==> src/rtl/hms_mode_ctrl.sv <==
// hms_mode_ctrl: button debounce, mode/position sequencing, counter increment
// enables and digit blink mask for the HMS clock datapath. Single clock domain.
module hms_mode_ctrl #(
  parameter int unsigned TICK_DIV  = 50000000,
  parameter int unsigned DEB_CYC   = 500000,
  parameter int unsigned BLINK_DIV = 12500000
) (
  input  logic       clk,
  input  logic       rst_n,
  input  logic       i_sw0,
  input  logic       i_sw1,
  input  logic       i_sw2,
  input  logic [5:0] i_sec_cnt,
  input  logic [5:0] i_min_cnt,
  output logic [1:0] o_mode,
  output logic [1:0] o_position,
  output logic       o_sec_inc,
  output logic       o_min_inc,
  output logic       o_hour_inc,
  output logic       o_alm_min_inc,
  output logic       o_alm_hour_inc,
  output logic [5:0] o_blink
);

  localparam int unsigned TW = $clog2(TICK_DIV);
  localparam int unsigned DW = $clog2(DEB_CYC + 1);
  localparam int unsigned BW = $clog2(BLINK_DIV);

  typedef enum logic [1:0] {M_CLOCK = 2'd0, M_SETUP = 2'd1, M_ALARM = 2'd2, M_BAD = 2'd3} mode_e;
  typedef enum logic [1:0] {P_SEC = 2'd0, P_MIN = 2'd1, P_HOUR = 2'd2, P_BAD = 2'd3} pos_e;

  logic [2:0]    raw;
  logic [2:0]    sync1;
  logic [2:0]    sync2;
  logic [2:0]    deb;
  logic [DW-1:0] deb_cnt [3];
  logic [2:0]    deb_done;
  logic [2:0]    press;

  mode_e         mode_q, mode_d;
  pos_e          pos_q, pos_d;
  logic [TW-1:0] tick_cnt;
  logic          tick_run;
  logic          tick;
  logic [BW-1:0] blink_cnt, blink_cnt_d;
  logic          phase, phase_d;
  logic          sec_inc_d, min_inc_d, hour_inc_d, alm_min_inc_d, alm_hour_inc_d;
  logic [5:0]    blink_d;

  assign raw = {i_sw2, i_sw1, i_sw0};

  // Two-flop synchronisers and per-button stability counters.
  always_ff @(posedge clk) begin
    if (!rst_n) begin
      sync1 <= 3'b111;
      sync2 <= 3'b111;
      deb   <= 3'b111;
      for (int i = 0; i < 3; i++) deb_cnt[i] <= '0;
    end else begin
      sync1 <= raw;
      sync2 <= sync1;
      for (int i = 0; i < 3; i++) begin
        if (sync2[i] == deb[i]) begin
          deb_cnt[i] <= '0;
        end else if (deb_done[i]) begin
          deb[i]     <= sync2[i];
          deb_cnt[i] <= '0;
        end else begin
          deb_cnt[i] <= deb_cnt[i] + DW'(1);
        end
      end
    end
  end

  // A press is the cycle a debounced level commits from released to pressed.
  always_comb begin
    deb_done = '0;
    press    = '0;
    for (int i = 0; i < 3; i++) begin
      deb_done[i] = (sync2[i] != deb[i]) && (deb_cnt[i] == DW'(DEB_CYC - 1));
      press[i]    = deb_done[i] & ~sync2[i];
    end
  end

  assign tick_run = (mode_q == M_CLOCK) || (mode_q == M_ALARM);
  assign tick     = tick_run && (tick_cnt == TW'(TICK_DIV - 1));

  // Next mode/position, increment enables and blink mask.
  always_comb begin
    mode_d         = mode_q;
    pos_d          = pos_q;
    sec_inc_d      = 1'b0;
    min_inc_d      = 1'b0;
    hour_inc_d     = 1'b0;
    alm_min_inc_d  = 1'b0;
    alm_hour_inc_d = 1'b0;
    blink_cnt_d    = blink_cnt;
    phase_d        = phase;
    blink_d        = '0;

    if (tick) begin
      sec_inc_d  = 1'b1;
      min_inc_d  = (i_sec_cnt == 6'd59);
      hour_inc_d = (i_sec_cnt == 6'd59) && (i_min_cnt == 6'd59);
    end

    if ((mode_q == M_BAD) || (pos_q == P_BAD)) begin
      mode_d = M_CLOCK;
      pos_d  = P_SEC;
    end else if (press[0]) begin
      // Mode change takes priority; a coincident increment press is dropped.
      case (mode_q)
        M_CLOCK: begin mode_d = M_SETUP; pos_d = P_SEC; end
        M_SETUP: begin mode_d = M_ALARM; pos_d = P_MIN; end
        default: begin mode_d = M_CLOCK; pos_d = P_SEC; end
      endcase
    end else begin
      // Increment targets the position held before any coincident advance.
      if (press[2]) begin
        if (mode_q == M_SETUP) begin
          case (pos_q)
            P_SEC:   sec_inc_d  = 1'b1;
            P_MIN:   min_inc_d  = 1'b1;
            default: hour_inc_d = 1'b1;
          endcase
        end else if (mode_q == M_ALARM) begin
          if (pos_q == P_HOUR) alm_hour_inc_d = 1'b1;
          else                 alm_min_inc_d  = 1'b1;
        end
      end
      if (press[1]) begin
        if (mode_q == M_SETUP) begin
          case (pos_q)
            P_SEC:   pos_d = P_MIN;
            P_MIN:   pos_d = P_HOUR;
            default: pos_d = P_SEC;
          endcase
        end else if (mode_q == M_ALARM) begin
          pos_d = (pos_q == P_MIN) ? P_HOUR : P_MIN;
        end
      end
    end

    if ((mode_d != mode_q) || (pos_d != pos_q)) begin
      blink_cnt_d = '0;
      phase_d     = 1'b0;
    end else if (blink_cnt == BW'(BLINK_DIV - 1)) begin
      blink_cnt_d = '0;
      phase_d     = ~phase;
    end else begin
      blink_cnt_d = blink_cnt + BW'(1);
    end

    if ((mode_d == M_SETUP) || (mode_d == M_ALARM)) begin
      case (pos_d)
        P_SEC:   blink_d = {4'b0000, {2{phase_d}}};
        P_MIN:   blink_d = {2'b00, {2{phase_d}}, 2'b00};
        P_HOUR:  blink_d = {{2{phase_d}}, 4'b0000};
        default: blink_d = '0;
      endcase
    end
  end

  // State, counters and registered outputs.
  always_ff @(posedge clk) begin
    if (!rst_n) begin
      mode_q         <= M_CLOCK;
      pos_q          <= P_SEC;
      tick_cnt       <= '0;
      blink_cnt      <= '0;
      phase          <= 1'b0;
      o_sec_inc      <= 1'b0;
      o_min_inc      <= 1'b0;
      o_hour_inc     <= 1'b0;
      o_alm_min_inc  <= 1'b0;
      o_alm_hour_inc <= 1'b0;
      o_blink        <= '0;
    end else begin
      mode_q         <= mode_d;
      pos_q          <= pos_d;
      tick_cnt       <= (tick || !tick_run) ? '0 : tick_cnt + TW'(1);
      blink_cnt      <= blink_cnt_d;
      phase          <= phase_d;
      o_sec_inc      <= sec_inc_d;
      o_min_inc      <= min_inc_d;
      o_hour_inc     <= hour_inc_d;
      o_alm_min_inc  <= alm_min_inc_d;
      o_alm_hour_inc <= alm_hour_inc_d;
      o_blink        <= blink_d;
    end
  end

  assign o_mode     = mode_q;
  assign o_position = pos_q;

endmodule

==> config.mk <==
export PLATFORM = sky130hd
export DESIGN_NAME = hms_mode_ctrl
export DESIGN_NICKNAME = d
export VERILOG_FILES = /design/src/rtl/hms_mode_ctrl.sv
export SDC_FILE = /design/constraint.sdc
export NUM_CORES = 1
export LEC_CHECK = 0
export CAP_MARGIN = 30
export CORE_ASPECT_RATIO = 0.8
export CORE_UTILIZATION = 50
export DETAILED_ROUTE_END_ITERATION = 12
export PLACE_DENSITY = 0.67
export SETUP_SLACK_MARGIN = 0.5
export SLEW_MARGIN = 25
export SYNTH_ARGS = -nofsm -noshare
export SYNTH_HDL_FRONTEND = slang
export SYNTH_SLANG_ARGS = --single-unit
==> constraint.sdc <==
create_clock -name clk -period 2.5 [get_ports clk]
set_input_delay 0.25 -clock clk [delete_from_list [all_inputs] [get_ports clk]]
set_output_delay 0.25 -clock clk [all_outputs]
set_load 0.005 [all_outputs]
Yosys cells after proc, flatten, opt, wreduce, memory -nomap -nowiden --
Memory sizes are Yosys's and may differ from the RTL's. Index checks and enable logic that the tools add are counted.
Word-level totals: memories 1, output and inout bits 15, memory bits (writable) 57, flip-flop bits (word level) 75, input port bits 17, logic and storage cells 168
Memory list:
- deb_cnt | words 3, width 19, rd ports 3, clocked after Yosys merged registers in 0, wr ports 3, RTL line 36 | logic [DW-1:0] deb_cnt [3];
Operators by class: equal/unequal tests 25, multiplexer cells 77, add/subtract/negate cells 5, reduce and logical (&&, ||, !) cells 22, bitwise operators 22
Operators by type and width (count):
- $mux W19 | 9
- $add A19 B1 Y19 const B | 3
- $eq A19 B19 Y1 const B | 3
- $mux W1 | 57
- $add A26 B1 Y26 const B | 1
- $eq A26 B26 Y1 const B | 1
- $add A24 B1 Y24 const B | 1
- $eq A24 B24 Y1 const B | 1
- $pmux W6 S3 | 1
- $mux W2 | 8
- $eq A2 B2 Y1 const B | 6
- $eq A6 B6 Y1 const B | 2
- $not A1 Y1 | 10
- $or A1 B1 Y1 | 9
- $eq A2 B1 Y1 const B | 4
- $pmux W2 S2 | 2
- $reduce_and A2 Y1 | 4
- $logic_not A2 Y1 | 3
- $reduce_or A6 Y1 | 1
- $logic_and A1 B1 Y1 | 5
- $logic_or A1 B1 Y1 | 5
- $ne A2 B2 Y1 | 2
- $reduce_or A2 Y1 | 2
- $and A1 B1 Y1 | 3
- other kinds (4) | 8

Logic depth before layout (Yosys ltp) --
Gate-level depths: netlist (run 1).
word-level depth 11, mapped depth 8, mapped depth without buffers 7

Worst setup path before layout (run 1) --
OpenSTA, ideal clock, no wires.
path type reg-to-reg, start point mem deb_cnt[0][6] in the netlist's numbering, end point mem deb_cnt[0][10] in the netlist's numbering, data pin, data arrival time 1849 ps, library setup time 257 ps, stages on the path, launching flop included 7, period minus slack after synthesis 2106 ps, data required time 2243 ps, path buffers 1, path slack 394 ps, cell sequence edfxtp_1 or4b_1 nor4_4 nand2_1 nand3_1 buf_2 nor2_1
RTL lines (RTL line):
- from (decl) | 36

==> results of run 1 <==
==> Yosys cell counts (2+ instances only) <==
| cell type | n |
|---|---|
| sky130_fd_sc_hd__xor2_1 | 62 |
| sky130_fd_sc_hd__inv_1 | 12 |
| sky130_fd_sc_hd__edfxtp_1 | 57 |
| sky130_fd_sc_hd__o21ai_0 | 6 |
| sky130_fd_sc_hd__nor4b_1 | 9 |
| sky130_fd_sc_hd__mux2i_1 | 2 |
| sky130_fd_sc_hd__nor3_1 | 10 |
| sky130_fd_sc_hd__or3_1 | 5 |
| sky130_fd_sc_hd__nor2_1 | 136 |
| sky130_fd_sc_hd__clkbuf_1 | 10 |
| sky130_fd_sc_hd__buf_4 | 3 |
| sky130_fd_sc_hd__nand3b_1 | 2 |
| sky130_fd_sc_hd__nand4_1 | 18 |
| sky130_fd_sc_hd__buf_6 | 2 |
| sky130_fd_sc_hd__nand4b_1 | 3 |
| sky130_fd_sc_hd__nor4_1 | 3 |
| sky130_fd_sc_hd__and3b_1 | 2 |
| sky130_fd_sc_hd__o22ai_1 | 2 |
| sky130_fd_sc_hd__nand2_1 | 44 |
| sky130_fd_sc_hd__nor3b_1 | 4 |
| sky130_fd_sc_hd__or2_2 | 2 |
| sky130_fd_sc_hd__nand3_1 | 49 |
| sky130_fd_sc_hd__and3_1 | 21 |
| sky130_fd_sc_hd__xnor2_1 | 40 |
| sky130_fd_sc_hd__or4_1 | 2 |
| sky130_fd_sc_hd__ha_1 | 5 |
| sky130_fd_sc_hd__a21oi_1 | 5 |
| sky130_fd_sc_hd__and4b_1 | 2 |
| sky130_fd_sc_hd__nor2b_1 | 4 |
| sky130_fd_sc_hd__and2_1 | 4 |
| sky130_fd_sc_hd__dfxtp_1 | 72 |
| sky130_fd_sc_hd__and4_1 | 9 |
| sky130_fd_sc_hd__nand2b_1 | 8 |
==> metal layers <==
metal | part of all wire (%) | vias up
met5 | 0 | -
li1 | - | 2420
met3 | 3.3 | 15
met2 | 49 | 93
met4 | 1.2 | 0
met1 | 47 | 2308
==> cell type report <==
cell class                 count  area (um^2)  share of cell area (%)
clock buffer                  27          544                    6.77
clock inverter                 4         20.0                   0.249
inverter                      12         45.0                   0.560
multi-input combinational    537         3450                    42.9
sequential                   129         3150                    39.2
tap                          148          185                    2.30
timing repair buffer          73          641                    7.97
==> registers in the layout, summed over array words and instances, names as in the netlist <==
register,count
blink_cnt,24
deb,3
deb_cnt,57
o_alm_hour_inc,1
o_alm_min_inc,1
o_blink,3
o_hour_inc,1
o_min_inc,1
o_mode,2
o_position,2
o_sec_inc,1
phase,1
sync1,3
sync2,3
tick_cnt,26
==> per-stage QoR <==
stage          cells  util (%)  cell area, um^2  hold WS [ns]
3_5_place_dp     863      58.8             6900         0.397
4_1_cts          915      66.4             7790         0.408
5_1_grt          930      68.5             8040         0.422
2_1_floorplan    688         -             6410         0.351
6_report         930      68.5             8040         0.407
3_3_place_gp     863      58.8             6900         0.389
==> repair_timing <==
action / 4_1_cts / 5_1_grt
resized for setup: 30 / 36
cloned: 6 / 0
pin swaps: 15 / 31
buffers inserted: 15 / 15
setup endpoints to repair: 73 / 92
==> cells by family (layout without fill, tap and decap cells) <==
logic type / Yosys count / in the layout
adders and majority gates: 5 / 5
AOI/OAI and AO/OA: 21 / 24
buffers and inverters: 28 / 116
muxes: 3 / 3
and+or+nand+nor: 343 / 346
xor gates and xnor gates: 102 / 102
DFF: 129 / 129
other: 1 / 57
==> final timing paths <==
kind / from / endpoint / slack, ns / cells after the start
setup reg to reg: deb_cnt[1][9] / o_blink[1] / 0.29 / 6
setup / recovery: deb_cnt[1][9] / o_blink[1] / 0.29 / 6
hold / removal: sync1[2] / sync2[2] / 0.41 / 1
hold reg to reg: sync1[2] / sync2[2] / 0.41 / 1
==> power breakdown <==
part           internal (W)  leakage [nW]  switching [W]
clock network       0.00147         0.284       0.000845
registers           0.00226          1.17      0.0000559
logic              0.000112          1.48       0.000119
total               0.00384          2.94        0.00102
==> results.txt, run 1 <==
* Simple-Gate Fraction of Synth Area: 28.1%
- The synthesized design contains 57 enable-type register cells.
- Width of the die: 126 um
- Top-level I/O count: 32
- M1 GR Usage: 28.0%
- Start-to-end type of the worst setup path: flop to flop
* Actual transition at the worst max-transition pin: 0.898 ns
* Synth cell types: 50
* Unrepaired setup endpoints after global routing: true
* Initial Utilization: 52.3%
- In this design, the stage delay of the slowest critical-path cell is 0.57 ns.
* Post-synthesis instance total: 632
* Number of levels the H-tree was split into: 4
- Via count of the first global-routing pass: 4604
* Detail Placement HPWL: 8200 um
- In the final layout, the share of cells above drive strength 1 is 17.0%.
- For the worst setup path, the data required time is 2.80 ns.
* Final weighted congestion of routability-driven global placement: 0.845
- Sorting the synthesized cells by area gives the leading types as sky130_fd_sc_hd__edfxtp_1 28%, sky130_fd_sc_hd__dfxtp_1 23%, sky130_fd_sc_hd__xor2_1 8.8%.
- The first routing iteration left 308 violations.
- After synthesis, the largest family of logic cells by area is simple AND/OR/NAND/NOR gates.
* Sequential element share of the synthesized area: 51.4%
- The kind of cell with the highest combined delay along the critical path is simple AND/OR/NAND/NOR gates.
- Average cell area after synthesis: 9.71 um^2
- Summing over every cut layer, the via total after detailed routing is 4836.
- Class of the tightest hold or removal check: flop to flop
* Post-placement setup slack: 0.154 ns
- Layout-stage area growth over the synthesis result: 31.0%
- Tcrit/Tclk final: 88.2%
- VDD sags by at most 481 uV.
- The root buffer cell chosen for the clock tree is sky130_fd_sc_hd__clkbuf_16.
- After synthesis, the share of cell area in mux cells is 0.571%.
* Setup violators final: 0
- # hold bufs at CTS: 0
* Most common library cell in the layout ignoring fill and taps: sky130_fd_sc_hd__nor2_1
* Vias per inst: 5.20
* Clk slew on worst S/H paths: 0.05 ns
- Slowest stage cell on the critical path: sky130_fd_sc_hd__or4_4
* Yosys top cell area share: 27.9%
* Clock latency on the worst-skew pair: 0.42 ns
- Sum of overflow across all layers after global routing: 0
- For this run, the leading register cell type out of synthesis is sky130_fd_sc_hd__dfxtp_1.
* Largest net degree at the start of global routing: 26
* Fraction of the mapped netlist area in compound gates: 2.12%
- After detailed routing, the average wire length per cell comes to 14.5 um.
- Power density relative to cell area: 605 nW/um^2
- In the layout the commonest cells are 120 x sky130_fd_sc_hd__nor2_1, 72 x sky130_fd_sc_hd__dfxtp_1, 61 x sky130_fd_sc_hd__xor2_1, 57 x sky130_fd_sc_hd__edfxtp_1, 57 x sky130_fd_sc_hd__conb_1.
- Antenna Diode Count: 0
* Port bufs: 31
- Crit path buffers/inverters: 0
- For this run, the number of Yosys warnings is 0.
- Summed negative setup slack over all endpoints: 0 ns
- Maximum clock insertion buffer count: 2
- Share of the synthesized netlist area taken by xor and xnor gates: 14.6%
* Met3 usage in global routing: 4.99%
- Share of flip-flops with an asynchronous set or reset after synthesis: 0%
- Fraction of met2 tracks used by global routing: 36.8%
* Leakage Power: 2.94 nW
- Summed over all layers, the routed wires come to 13500 um.
- The floorplan has 35 rows.
- The core region is 11700 um^2.
* Number of pins exceeding their max-slew limit in the final report: 0
- Fill cells in the final layout number 913.
- STA classifies the critical path startpoint as a flop.
* Total CTS buffers: 17
- Maximum frequency from static timing analysis: 0.453 GHz
* Critical Path, Cell by Cell: or4_4 > nor4_4 > and3_4 > nand2_2 > mux2_4 > and4b_1
- Clock sink count: 129
* Minimum period implied by the final worst setup slack: 2.21 ns
* Pwr Total: 0.00486 W
- Summed over all instances, the cell type with the most area after synthesis is sky130_fd_sc_hd__edfxtp_1.
- Wire length of the first global-routing pass: 21600 um
- Setup slack on the critical path of the routed design comes to 0.295 ns.
- Data arrival time of the critical path: 2.51 ns
- Measured along the y axis, the die boundary spans 101 um.
- TritonCTS clock tree: built
* Number of antenna violations at the first check in global routing: 0
- Area enclosed by the die boundary: 12700 um^2
- Highest-utilization routing layer at the global route stage: met2
- Residual antenna-violating net count after detailed routing: 0
- The flow ran to the end, and the final reports show no timing, DRC or antenna violations.
* Overall fraction of global-route tracks in use: 21.9%
- Critical path capture point type: flop
* Number of design rule violations left after detail routing: 0
* Final Hold Vio Count: 0
- Count of maximum capacitance violations: 0
* Peak fanout along the critical path: 3
* Adder and majority gate portion of the synthesized area: 1.02%
- Number of nets in the layout: 792
* Slew margin rel.: 39.9%
- Between clock sinks in the finished design, the worst skew comes to 0.0103 ns.
- In this run the cell area of the synthesized design comes to 6140 um^2.
- First-pass iteration count of the detailed router: 4
* FF+latch count, synth: 129
Power figures use the tool's default switching activity.
==> run 2: changes to the inputs <==
--- a/config.mk
+++ b/config.mk
@@ -7,9 +7,11 @@
 export LEC_CHECK = 0
 export CAP_MARGIN = 30
 export CORE_ASPECT_RATIO = 0.8
-export CORE_UTILIZATION = 50
+export CORE_UTILIZATION = 45
 export DETAILED_ROUTE_END_ITERATION = 12
-export PLACE_DENSITY = 0.67
+export GPL_ROUTABILITY_DRIVEN = 0
+export MAX_ROUTING_LAYER = met4
+export PLACE_DENSITY = 0.62
 export SETUP_SLACK_MARGIN = 0.5
 export SLEW_MARGIN = 25
 export SYNTH_ARGS = -nofsm -noshare
==> run 2 against run 1 <==
Compared with the run above:
- maximum frequency grew 4.1%
- clock skew shrank 0.0012 ns
- combinational power shrank 3%
- critical path depth is the same
- critical endpoint unchanged
- largest power group unchanged
==> results.txt, run 2 (synthesized netlist as in run 1, its figures left out) <==
- Number of cell rows: 37 (+5.7%)
- The count of placed standard cells including taps came to 891 (+3.2%).
- Detail Placement HPWL: 8550 um (+4.3%)
- # hold bufs at CTS: 0 (unchanged)
- Status: finished clean
- The part of the cycle the worst path needs came to 84.7% (-3.5 points).
- Count of maximum capacitance violations: 0 (unchanged)
- The initial antenna violation count came to 0 (unchanged).
* Initial Utilization: 46.8% (-5.4 points)
- The cell area reported after detailed placement is 6940 um^2 (+0.60%).
- Clk root buf: sky130_fd_sc_hd__clkbuf_16
- The count of fill cells added during filler insertion was 1091 (+19%).
* Crit path buffers/inverters: 0 (unchanged)
- Metal-1 WL: 6300 um (-0.13%)
- The sequential cell area came to 3150 um^2 (unchanged).
- In the final layout, the registers with the most flip-flops are deb_cnt: 57 flops, tick_cnt: 26 flops, blink_cnt: 24 flops.
* Maximum clock insertion buffer count: 2 (unchanged)
- The remaining antenna violation count came to 0 (unchanged).
- Clock share of power: 48.1% (+0.4 points)
- The mean routed wirelength per cell came to 13.9 um (-4.3%).
* Delay of the slowest cell on the worst path: 0.56 ns (about the same)
- Total Wirelength: 13300 um (-1.5%)
- The count of routing violations after the opening detailed-route iteration came to 213 (-31%).
- Actual transition at the worst max-transition pin: 0.663 ns (-0.235 ns)
- Proportion of power drawn by combinational gates: 4.6% (-0.2 points)
* First-pass iteration count of the detailed router: 4 (unchanged)
- Pwr Total: 0.00489 W (+0.51%)
- For this design, the slowest cell found on the critical path is sky130_fd_sc_hd__or4_4.
- The number of flip-flops in the largest register was 57 (unchanged).
- The worst setup path is of the flop to flop kind.
- Internal Power: 0.00385 W (+0.34%)
- Core region area: 13100 um^2 (+12%)
- The signal on the critical path passes through or4_4 > nor4_4 > and2_4 > nand2_4 > o2111ai_4 > and4b_1.
* Slew margin rel.: 55.6% (+16 points)
- Clock latency on the worst-skew pair: 0.43 ns (about the same)
* Overall fraction of global-route tracks in use: 20.2% (-1.7 points)
- Number of design rule violations left after detail routing: 0 (unchanged)
- The fraction of layout instances using a drive strength above 1 came to 14.6% (-2.4 points).
- Clock sink count: 129 (unchanged)
- Finished Cell Area: 8000 um^2 (-0.47%)
- Switching portion of total power: 21.1% (+0.13 points)
- Summed negative setup slack over all endpoints: 0 ns (unchanged)
* Die H: 106 um (+5.3%)
- Register with the highest flop count: deb_cnt
- The average via count per standard cell is 5.01 (-3.6%).
- Class of the tightest hold or removal check: flop to flop
- The peak supply drop was 474 uV (-1.4%).
* Wire length of the first global-routing pass: 21700 um (about the same)
- Setup violators final: 0 (unchanged)
- Sum of overflow across all layers after global routing: 0 (unchanged)
* Finished Layout Cells: 957 (+2.9%)
* Area enclosed by the die boundary: 14100 um^2 (+11%)
- Critical path capture point type: flop
- Leakage Power: 2.93 nW (-0.43%)
- The number of placed I/O pins was 32 (unchanged).
- Maximum frequency from static timing analysis: 0.472 GHz (+4.1%)
- Unrepaired setup endpoints after global routing: true
- The number of levels in the clock H-tree was 4 (unchanged).
- Most common library cell in the layout ignoring fill and taps: sky130_fd_sc_hd__nor2_1
* Peak fanout along the critical path: 3 (unchanged)
* Detail Route met2 WL: 6450 um (-2.2%)
* Kind of launch point of the worst setup path: flop
- Final Hold Vio Count: 0 (unchanged)
- The largest net degree at the start of global routing was 20 (-23%).
* Clk slew on worst S/H paths: 0.05 ns (about the same)
- The count of input and output buffers was 31 (unchanged).
- The number of diodes added for antenna fixing was 0 (unchanged).
- Data required, critical path: 2.81 ns (about the same)
* Highest layer used for signal routing: met4
- Commonest cells after routing, fill and taps aside: 131 x sky130_fd_sc_hd__nor2_1, 72 x sky130_fd_sc_hd__dfxtp_1, 61 x sky130_fd_sc_hd__xor2_1, 57 x sky130_fd_sc_hd__edfxtp_1, 57 x sky130_fd_sc_hd__conb_1
* Number of pins exceeding their max-slew limit in the final report: 0 (unchanged)
- Layout-stage area growth over the synthesis result: 30.4%
* Met3 WL post-DR: 386 um (-14%)
- Width of the die: 133 um (+5.3%)
* Share of power burned in registers: 47.3% (-0.3 points)
* Routed via count: 4799 (-0.77%)
- Data arrival time of the critical path: 2.43 ns (-0.08 ns)
- Via count of the first global-routing pass: 4727 (+2.7%)
* Net switching power: 0.00103 W (+1.1%)
* Number of nets in the layout: 792 (unchanged)
* Final Skew: 0.00918 ns (-0.00115 ns)
- TritonCTS clock tree: built
* Total CTS buffers: 17 (unchanged)
- Hold Worst Slack: 0.408 ns (+0.000742 ns)
- Power density relative to cell area: 611 nW/um^2 (+0.98%)
* Area of combinational cells with multiple inputs: 3390 um^2 (-1.9%)
- The kind of cell with the highest combined delay along the critical path is simple AND/OR/NAND/NOR gates.
* Minimum period implied by the final worst setup slack: 2.12 ns (-0.0866 ns)
run 2: cell types whose count changed in the layout (fill, tap and decap cells not counted), sizes merged:
| cell | change |
|---|---|
| clkbuf | +1 |
| clkinv | -1 |
run 2: per-layer routing:
layer  track usage, %  vias to the layer above
met4             9.69                        0
li1                 -                     2429
met2             32.8                       48
met3             4.48                       17
met1             23.9                     2305
met5                -                        -
run 2: final timing paths:
kind,to,cells past startpoint,slack [ns],startpoint
worst max-delay path,o_blink[1],6,0.38,deb_cnt[1][11]
worst max register to register,o_blink[1],6,0.38,deb_cnt[1][11]
worst min-delay path,sync2[1],1,0.41,sync1[1]
worst min register to register,sync2[1],1,0.41,sync1[1]
run 2: cell type report:
| cell class | count | area share [%] |
|---|---|---|
| clock inverters | 3 | 0.188 |
| clock buffers | 28 | 6.88 |
| well taps | 175 | 2.74 |
| multi-input cells | 537 | 42.3 |
| repair buffers | 73 | 7.91 |
| inverters | 12 | 0.563 |
| flip-flops and latches | 129 | 39.4 |
run 2: power by group through the flow:
stage          logic, W  clock network, W  registers, W
2_1_floorplan  0.000115                 0       0.00234
3_3_place_gp   0.000165                 0       0.00235
3_5_place_dp   0.000168                 0       0.00236
4_1_cts        0.000200           0.00240       0.00231
5_1_grt        0.000250           0.00248       0.00232
6_report       0.000225           0.00235       0.00231
run 2: stage by stage:
stage | setup slack [ns] | utilization (%)
floorplan | 0.431 | -
global placement | 0.243 | 53.0
detailed placement | 0.147 | 53.0
CTS | 0.370 | 59.5
global route | 0.308 | 61.1
finish | 0.381 | 61.1
run 2: repair_timing:
item,in CTS,in global routing
gates cloned,3,3
pin swaps,14,7
setup endpoints to repair,70,90
resized for setup,24,19
setup buffers,17,12
==> run 3: changes to the inputs <==
--- a/config.mk
+++ b/config.mk
@@ -11,7 +11,7 @@
 export DETAILED_ROUTE_END_ITERATION = 12
 export GPL_ROUTABILITY_DRIVEN = 0
 export MAX_ROUTING_LAYER = met4
-export PLACE_DENSITY = 0.62
+export PLACE_DENSITY = 0.64
 export SETUP_SLACK_MARGIN = 0.5
 export SLEW_MARGIN = 25
 export SYNTH_ARGS = -nofsm -noshare
==> constraint.sdc (replaced) <==
create_clock -name clk -period 1.7 [get_ports clk]
set_input_delay 0.17 -clock clk [delete_from_list [all_inputs] [get_ports clk]]
set_output_delay 0.17 -clock clk [all_outputs]
set_load 0.005 [all_outputs]
==> run 3 against run 2 <==
Compared with the run above:
- the run now ends with setup timing left
- register-to-register slack lost 0.85 ns
- worst setup slack lost 0.85 ns
- final area grew 23%
- first-iteration DRC count grew 35%
- via count grew 14%
- hold slack lost 0.065 ns
- non-clock buffer count grew 142
- wire length grew 26%
- maximum frequency shrank 2.5%
- critical endpoint unchanged
==> results.txt, run 3 (synthesized netlist as in run 1, its figures left out) <==
- The sequential cell area was 3180 um^2 (+0.83%).
- Critical Path, Cell by Cell: or4_4 > nor4_4 > and3_4 > nand2_2 > mux2_4 > and4b_1
- The leakage power total is 3.88 nW (+33%).
- The insertion delay to the later sink of the worst-skew pair came to 0.42 ns (about the same).
- The largest registers in the layout are deb_cnt: 57 flops, tick_cnt: 26 flops, blink_cnt: 24 flops.
- Routed via count: 5488 (+14%)
* Most common library cell in the layout ignoring fill and taps: sky130_fd_sc_hd__buf_4
- Max FFs per register: 57 (unchanged)
- Minimum period implied by the final worst setup slack: 2.17 ns (+0.0534 ns)
- The power share of the combinational group was 6.9% (+2.3 points).
* Port bufs: 31 (unchanged)
- Wire length of the first global-routing pass: 26300 um (+21%)
- Clock sink count: 129 (unchanged)
- The critical path depth is 6 (unchanged).
* Final Skew: 0.0103 ns (+0.00107 ns)
- Critical path capture point type: flop
* Overall fraction of global-route tracks in use: 24.3% (+4.2 points)
- The count of routing violations after the opening detailed-route iteration came to 288 (+35%).
- Actual transition at the worst max-transition pin: 0.886 ns (+0.223 ns)
- Post-placement setup slack: -0.499 ns (-0.645 ns)
- The fraction of layout instances using a drive strength above 1 came to 41.0% (+26 points).
- The switching part of the total power came to 22.4% (+1.3 points).
* # hold bufs at CTS: 0 (unchanged)
- In this design, the largest share of critical-path delay is due to simple AND/OR/NAND/NOR gates.
- Start-to-end type of the worst setup path: flop to flop
- The worst setup path is launched from a flop.
* Worst hold endpoint: sync1[2]
- The count of endpoints failing setup in the final report was 121 (+121).
- Detail Placement HPWL: 9820 um (+15%)
- Top-level I/O count: 32 (unchanged)
* Final Hold Vio Count: 0 (unchanged)
- Core region area: 13100 um^2 (unchanged)
* Class of the tightest hold or removal check: input port to flop
- Largest net degree at the start of global routing: 25 (+25%)
- Number of design rule violations left after detail routing: 0 (unchanged)
- Failing checks: setup timing
* Data arrival time of the critical path: 2.48 ns (+0.05 ns)
* Count of cells along the worst hold path: 2 (+1)
* Commonest cells after routing, fill and taps aside: 150 x sky130_fd_sc_hd__buf_4, 75 x sky130_fd_sc_hd__nor2_1, 57 x sky130_fd_sc_hd__xor2_1, 57 x sky130_fd_sc_hd__edfxtp_1, 57 x sky130_fd_sc_hd__conb_1
- Net switching power: 0.00174 W (+69%)
- Total Wirelength: 16800 um (+26%)
- Number of nets in the layout: 931 (+18%)
* Number of pins exceeding their max-slew limit in the final report: 0 (unchanged)
- The depth of the most critical reg-to-reg path was 6 (unchanged).
- The combined area of the multi-input logic cells is 3820 um^2 (+13%).
- Slowest stage cell on the critical path: sky130_fd_sc_hd__or4_4
* Die H: 106 um (unchanged)
- Reg-to-reg startpoint: deb_cnt[1][9]
- The worst register-to-register path ends at o_blink[1].
* Area enclosed by the die boundary: 14100 um^2 (unchanged)
* Peak fanout along the critical path: 3 (unchanged)
- The starting density of the core is 46.8% (unchanged).
* Count of maximum capacitance violations: 0 (unchanged)
- Routed length per placed instance: 15.3 um (+9.8%)
* Sum of overflow across all layers after global routing: 0 (unchanged)
- TritonCTS built the clock tree.
- The register share of total power came to 43.6% (-3.7 points).
- Layout-stage area growth over the synthesis result: 60.5%
* Vias per inst: 5.00 (-0.24%)
* Clock share of power: 49.5% (+1.4 points)
- The die width was 133 um (unchanged).
* Clk root buf: sky130_fd_sc_hd__clkbuf_16
- The count of buffering cells on the critical path with inverters included is 0 (unchanged).
- Clk slew on worst S/H paths: 0.06 ns (about the same)
- The initial antenna violation count is 0 (unchanged).
- The number of levels in the clock H-tree came to 4 (unchanged).
- Delay of the slowest cell on the worst path: 0.52 ns (-0.04 ns)
- Total CTS buffers: 17 (unchanged)
- The tightest slew margin relative to the limit was 40.8% (-15 points).
- Tcrit/Tclk final: 128% (+43 points)
* Start point of the worst min-delay path: i_sw2
- Residual antenna-violating net count after detailed routing: 0 (unchanged)
* Maximum frequency from static timing analysis: 0.460 GHz (-2.5%)
- Power density relative to cell area: 788 nW/um^2 (+29%)
- The worst-case register-to-register setup slack came to -0.47 ns (-0.85 ns).
- Number of cell rows: 37 (unchanged)
* Data required, critical path: 2.00 ns (-0.81 ns)
- The worst setup margin was -0.472 ns (-0.853 ns).
- Via count of the first global-routing pass: 5620 (+19%)
- Area after detailed placement: 8060 um^2 (+16%)
- Setup repair after global routing could not meet its margin everywhere.
- The run finished, with violations left.
* Hold Worst Slack: 0.342 ns (-0.0653 ns)
- The peak supply drop was 636 uV (+34%).
- The post-layout instance area was 9850 um^2 (+23%).
- The count of fill cells added during filler insertion was 839 (-23%).
- Register with the highest flop count: deb_cnt
* Maximum clock insertion buffer count: 2 (unchanged)
* Internal Power: 0.00602 W (+56%)
- The number of diodes added for antenna fixing is 0 (unchanged).
- The number of optimization iterations in the first detailed-route pass is 5 (+1).
## run 3: how the worst max path moves through the flow
stage	startpoint	endpoint	slack [ns]
after floorplan	deb_cnt[1][11]	o_blink[1]	-0.37
after global placement	deb_cnt[1][10]	o_blink[1]	-0.40
after detailed placement	deb_cnt[1][11]	o_blink[1]	-0.50
after CTS	deb_cnt[1][11]	blink_cnt[4]	-0.41
after global routing	deb_cnt[1][9]	o_blink[1]	-0.52
final	deb_cnt[1][9]	o_blink[1]	-0.47
## run 3: power by group through the flow
stage               clock (W)  combinational, W  sequential (W)
floorplan                   0          0.000181         0.00345
global placement            0          0.000383         0.00343
detailed placement          0          0.000393         0.00344
CTS                   0.00385          0.000462         0.00337
global route          0.00403          0.000577         0.00339
finish                0.00384          0.000535         0.00338
## run 3: repair_timing
item,in CTS,in global routing
resized for setup,117,91
setup buffers,26,13
gates cloned,4,4
pin swaps,31,28
endpoints found under the setup margin,138,128
## run 3: metrics by stage
step	util (%)	std cells	TNS (ns)	power, W
after floorplan	-	688	-16.01	0.00363
final	75.2	1097	-27.45	0.00776
after detailed placement	61.5	1018	-26.86	0.00383
after global placement	61.5	1018	-18.99	0.00381
after CTS	71.1	1080	-20.74	0.00769
after global routing	75.2	1097	-34.46	0.00799
## run 3: final cells by class
class                      instances  area share (%)
clock inverter                    11            1.22
timing repair buffer             215            19.9
tap                              175            2.22
sequential                       129            32.3
inverter                          12           0.457
multi-input combinational        534            38.8
clock buffer                      21            5.12
## run 3: worst register-to-register path, cell delays in order (launching register included)
cell                       delay [ns]
sky130_fd_sc_hd__edfxtp_1        0.45
sky130_fd_sc_hd__or4_4           0.52
sky130_fd_sc_hd__nor4_4          0.31
sky130_fd_sc_hd__and3_4          0.25
sky130_fd_sc_hd__nand2_2         0.05
sky130_fd_sc_hd__mux2_4          0.27
sky130_fd_sc_hd__and4b_1         0.20
## run 3: layer usage
layer | part of all wire, % | track usage, % | up-vias
li1 | - | - | 2691
met1 | 42 | 27.2 | 2666
met2 | 53 | 43.5 | 101
met3 | 2.9 | 4.77 | 30
met4 | 1.7 | 8.54 | 0
met5 | 0 | - | -
